## src/rtl/sc_stream_to_binary.sv

```systemverilog
// Stochastic-stream to binary converter: counts ones over back-to-back windows of 2^WINDOW_LOG2 qualified bits.
// Optional signed output out_bipolar (2*count - N) is enabled by defining SC_STREAM_BIPOLAR_EN.
module sc_stream_to_binary #(
  parameter int unsigned WINDOW_LOG2 = 4
) (
  input  logic                   clk,
  input  logic                   rst,
  input  logic                   en,
  input  logic                   in_valid,
  input  logic                   in_bit,
  output logic [WINDOW_LOG2:0]   out_value,
  output logic                   out_valid,
  input  logic                   out_ready,
  output logic                   overrun,
`ifdef SC_STREAM_BIPOLAR_EN
  output logic [WINDOW_LOG2+1:0] out_bipolar,
`endif
  output logic                   busy
);

  localparam logic [WINDOW_LOG2-1:0] SAMP_ONE = (WINDOW_LOG2)'(1);

  typedef enum logic {
    IDLE,
    ACCUM
  } state_t;

  state_t                 state, state_nxt;
  logic [WINDOW_LOG2-1:0] samp_cnt, samp_nxt;
  logic [WINDOW_LOG2:0]   ones_cnt, ones_nxt, ones_inc;
  logic                   load;

  always_comb begin
    state_nxt = state;
    samp_nxt  = samp_cnt;
    ones_nxt  = ones_cnt;
    load      = 1'b0;
    ones_inc  = ones_cnt + {{WINDOW_LOG2{1'b0}}, in_bit};
    case (state)
      IDLE: begin
        if (en) begin
          state_nxt = ACCUM;
          samp_nxt  = '0;
          ones_nxt  = '0;
        end
      end
      ACCUM: begin
        if (!en) begin
          state_nxt = IDLE;
          samp_nxt  = '0;
          ones_nxt  = '0;
        end else if (in_valid) begin
          // Last bit of the window: publish count including this bit, restart without a gap.
          if (samp_cnt == '1) begin
            load     = 1'b1;
            samp_nxt = '0;
            ones_nxt = '0;
          end else begin
            samp_nxt = samp_cnt + SAMP_ONE;
            ones_nxt = ones_inc;
          end
        end
      end
      default: state_nxt = IDLE;
    endcase
  end

  always_ff @(posedge clk) begin
    if (!rst) begin
      state    <= IDLE;
      samp_cnt <= '0;
      ones_cnt <= '0;
    end else begin
      state    <= state_nxt;
      samp_cnt <= samp_nxt;
      ones_cnt <= ones_nxt;
    end
  end

  assign busy = (state == ACCUM);

  always_ff @(posedge clk) begin
    if (!rst) begin
      out_value <= '0;
      out_valid <= 1'b0;
      overrun   <= 1'b0;
    end else if (load) begin
      out_value <= ones_inc;
      out_valid <= 1'b1;
      if (out_valid && !out_ready) overrun <= 1'b1;
    end else if (out_valid && out_ready) begin
      out_valid <= 1'b0;
    end
  end

`ifdef SC_STREAM_BIPOLAR_EN
  localparam logic [WINDOW_LOG2+1:0] N_BI  = (WINDOW_LOG2+2)'(1 << WINDOW_LOG2);
  localparam logic [WINDOW_LOG2+1:0] NEG_N = (WINDOW_LOG2+2)'(-(1 << WINDOW_LOG2));

  always_ff @(posedge clk) begin
    if (!rst) begin
      out_bipolar <= NEG_N;
    end else if (load) begin
      out_bipolar <= {ones_inc, 1'b0} - N_BI;
    end
  end
`endif

endmodule

```

## config.mk

```make
export PLATFORM = sky130hd
export DESIGN_NAME = sc_stream_to_binary
export DESIGN_NICKNAME = d
export VERILOG_FILES = /design/src/rtl/sc_stream_to_binary.sv
export SDC_FILE = /design/constraint.sdc
export NUM_CORES = 1
export LEC_CHECK = 0
export ABC_CLOCK_PERIOD_IN_PS = 1200
export BUFFER_PORTS_ARGS = -buffer_cell sky130_fd_sc_hd__buf_2
export CAP_MARGIN = 20
export CORE_ASPECT_RATIO = 1.1
export CORE_MARGIN = 3
export CORE_UTILIZATION = 25
export CTS_BUF_LIST = sky130_fd_sc_hd__clkbuf_4
export CTS_CLUSTER_SIZE = 25
export DETAILED_ROUTE_END_ITERATION = 10
export GPL_TIMING_DRIVEN = 0
export PLACE_DENSITY = 0.49
export SYNTH_ARGS = -nofsm -noshare
export SYNTH_HDL_FRONTEND = slang
export SYNTH_SLANG_ARGS = --single-unit
```

## constraint.sdc

```tcl
create_clock -name clk -period 1.2 [get_ports clk]
set_input_delay 0.24 -clock clk [delete_from_list [all_inputs] [get_ports clk]]
set_output_delay 0.24 -clock clk [all_outputs]
set_load 0.01 [all_outputs]
```

# Word level (Yosys, flattened, before mapping)

Index checks and enable logic that the tools add are counted.

Register bits: 17
Input bits: 6
Output and inout bits: 8
Word-level logic and storage cells: 35

Add/subtract/negate cells: 2
Equality and inequality tests: 3
Muxes and demuxes: 17
Bitwise logic cells: 1
Reduce and logical (&&, ||, !) cells: 6

Operators by type and width:

| kind                                                          | count |
|---|---|
| 5-bit two-way mux                                             | 4 |
| 4-bit two-way mux                                             | 4 |
| 5-bit case mux with 2 select lines                            | 1 |
| 4-bit case mux with 2 select lines                            | 1 |
| 1-bit two-way mux                                             | 7 |
| 5-bit by 1-bit adder with 5-bit output                        | 1 |
| 4-bit by 1-bit adder with 4-bit output, second input constant | 1 |
| 4-bit == test, second input constant                          | 1 |
| 2-bit AND reduction                                           | 2 |
| 3-bit != test, second input constant                          | 1 |
| 1-bit logical AND                                             | 2 |
| 2-bit != test, second input constant                          | 1 |
| 2-bit nonzero test                                            | 1 |
| 1-bit logical NOT                                             | 1 |
| 1-bit NOT                                                     | 1 |

# Depth between registers and ports, before layout

Word-level depth: 6
Gate-level depth with buffers: 6
Depth with buffers taken out: 5

# Worst setup path before layout

Ideal clock, no wire load.

Path type: register -> register
Start point: register samp_cnt[0]
End point: register out_value[0]
Setup time: 116 ps
Arrival: 1,169 ps
Data required time: 1,084 ps
Slack: -85 ps
Cell stages (with the launch flop): 7
Buffers on the path: 1
Period minus slack after synthesis: 1,285 ps
Cells stage by stage: dfxtp_1 -> ha_1 -> nand3_1 -> and2b_1 -> buf_4 -> mux2i_1 -> nor2b_1

Longest elaborated chain between the ends: 5

Ends and longest elaborated chain:

| element                | line | text |
|---|---|---|
| from (decl)            | 29   | `logic [WINDOW_LOG2-1:0] samp_cnt, samp_nxt;` |
| from (signal assigned) | 75   | `samp_cnt <= samp_nxt;` |
| 4-bit == test          | 54   | `if (samp_cnt == '1) begin` |
| 1-bit two-way mux      | 54   |  |
| 1-bit two-way mux      | 52   | `end else if (in_valid) begin` |
| 1-bit two-way mux      | 48   | `if (!en) begin` |
| 1-bit two-way mux      | 39   | `case (state)` |
| to (signal assigned)   | 88   | `out_value <= ones_inc;` |
| to (decl)              | 11   | `output logic [WINDOW_LOG2:0] out_value,` |

No other way between the ends.
A chain may end at the register's enable or synchronous reset.

# Worst setup path after layout

Start point: register samp_cnt[1]
End point: register out_value[0]

Same word-level chain as after synthesis.

==> metrics.txt <==
fmax ~780 MHz; Setup CP Type reg -> reg; GRT overflow 0; worst-skew pair later-pin latency 290 ps; peak supply drop 0.603 mV; Post-DP HPWL 1040 um; largest net degree at the start of global routing 11; final wirelength 1460 um; Layout Nets 106; Synth cell types 25; first-pass GRT wire length 2560 um; min cycle time layout 1280 ps; Worst EP arrival 1470 ps; WHS Endpoint busy; reg2reg setup slack -80 ps; failing checks negative setup slack; FILL cells 299; # hold bufs at CTS 0; syn_area_per_cell 9.83 um^2; Syn. warnings 0; dominant cells by area after synthesis dfxtp_1, nor2b_1, ha_1; Initial Util 26.3%; worst endpoint required time 1400 ps; P per Cell Area 944 mW/mm^2; initial antenna violation count 0; GPL Wtd Cong 0.658; DR vias/cell 4.64; Util after Layout roughly a third; worst reg2reg path startpoint samp_cnt[1]; worst slew pin tran 421 ps; cell count of the worst hold path 2; share of cells above drive strength 1 between 30% and 40%; CTS tree yes; clk slew on worst S/H paths ~100 ps; # IOs 14; Final Hold Viols 0; clk buf depth 2; placed cell area 870 um^2; IO Port Bufs 13; clk sink count 17; reg2reg path depth 6; hold crit path type in -> reg; routed vias around 600; Post-route DRC 0; clock skew 3.12 ps; Post-Syn Nets 84; Die Wd 57.8 um; Multi-input gate area 458 um^2; outcome finished, violations left; element type at the critical path end register; Antenna Cells 0; crit-path max FO 5; htree depth 1; gr usage total 9.04%; CTS buffer count 3; reg2reg end out_value[0]; Yosys top cell area share between 40% and 50%; DR pass1 iterations 3; CP startpoint kind register; core area 0.00280 mm^2; Die ar. 0.00364 mm^2; period utilization 106%; sequential share of the synthesized area 46.2%; HP Start en; Max Slew Vio Count 0; Setup-failing EPs final 8; CTS root buf clkbuf_4; register area roughly 350 um^2; max-cap check violation count 0; Worst slew margin between 70% and 80%; final antenna-violating net count 0; synthesis-to-finish area growth 34.1%; vias in the first global route 612; row cnt 20; cell count after synthesis 75; Cell Area, Synth about 740 um^2; Leak Pwr 0.377 nW; DIE HEIGHT 62.9 um; synthesized flop and latch total 17; cell taking the most area after synthesis dfxtp_1; initial DRC count 4; slack of the critical path -78.0 ps; Routed wire per std cell 11.3 um; post-route cell area a little under 0.001 mm^2; RSZ-0062 raised after global routing yes
-- metal layers --
layer	up-vias	track usage (%)	wire [um]
li1	310	-	-
met1	274	10.3	673
met2	9	15.1	690
met3	5	2.69	60
met4	0	4.35	36
met5	-	0	0
-- cell usage after synthesis --
library cell  instances
and2_1                2
dfxtp_1              17
a21oi_1               4
buf_4                 1
o21bai_2              1
nor3b_1               1
clkbuf_1              1
nor2b_1               8
a22oi_1               3
nand2_1               3
o21ai_0               6
ha_1                  3
o21a_1                1
and3_1                1
nand3b_1              2
a211oi_1              1
mux2i_1               3
xnor2_1               1
xor2_1                3
nor2_1                1
nor4bb_1              1
a21boi_0              2
nand3_1               7
o211a_1               1
and2b_1               1
-- stage by stage --
stage | power [mW] | instances | worst slack, ps | setup TNS (ps) | hold slack (ps)
finish | 0.933 | 129 | -78.0 | -334 | 210
global placement | 0.633 | 121 | -124 | -516 | 478
global route | 0.982 | 129 | -159 | -885 | 215
CTS | 0.950 | 129 | -82.7 | -439 | 187
floorplan | 0.609 | 75 | -2.86 | -5.72 | 362
detailed placement | 0.633 | 121 | -140 | -524 | 482
-- flip-flops by register name, indices dropped and copies added (netlist names) --
register	cells
out_value	5
overrun	1
ones_cnt	5
busy	1
samp_cnt	4
out_valid	1
-- cell usage in the layout, fill, tap and decap left out, types with 2 or more instances in the layout --
master     n
a21oi_1    3
a22oi_1    3
buf_2     13
buf_4      3
buf_6      2
clkbuf_4   3
dfxtp_1   13
dfxtp_2    3
ha_4       3
mux2i_1    3
nand2_1    2
nand3_1    6
nand3b_1   2
nor2b_1    8
o21ai_0    4
o21ai_1    2
xor2_1     2
-- final cells by class --
type | instances | share of cell area (%)
Multi-Input combinational cell | 56 | 46.3
Sequential cell | 17 | 35.2
Timing Repair Buffer | 17 | 10.0
Tap cell | 33 | 4.18
Clock buffer | 3 | 2.28
Buffer | 2 | 1.52
Clock inverter | 1 | 0.506
-- worst max path at each step --
stage	from	end	slack [ps]	cells after the start
final	samp_cnt[1]	out_value[0]	-80	6
after global routing	ones_cnt[0]	ones_cnt[2]	-160	5
after CTS	samp_cnt[0]	out_value[1]	-80	6
after detailed placement	in_bit	ones_cnt[2]	-140	6
after global placement	in_bit	ones_cnt[2]	-120	6
after floorplan	samp_cnt[1]	out_value[0]	-3	6
-- report_power, final --
group	switching (mW)	total (mW)	internal, mW
clock network	0.182	0.306	0.124
registers	0.00294	0.569	0.566
logic	0.0327	0.0581	0.0254
total	0.218	0.933	0.715
-- critical path, stage by stage, from the launching register on --
cell and delay [ps]:
dfxtp_2 360, ha_4 140, nand3_2 80, and2b_2 250, buf_6 120, mux2i_1 170
nor2b_1 60
-- kinds of logic after synthesis --
group,Yosys count,synth area share [%]
AO/OA/AOI/OAI,19,16.8
multiplexers,3,4.07
flip-flops,17,46.2
XOR/XNOR,4,4.75
buffers and inverters,2,1.53
adder cells (fa/ha/maj),3,5.09
AND/OR/NAND/NOR,27,21.6
-- repair_timing --
action                                  CTS  global route
gates cloned                              1             0
setup buffers                             3             0
pin swaps                                 4             3
endpoints found under the setup margin    9            15
resized for setup                         6            12
No activity file was read; power rests on OpenSTA's default activity.
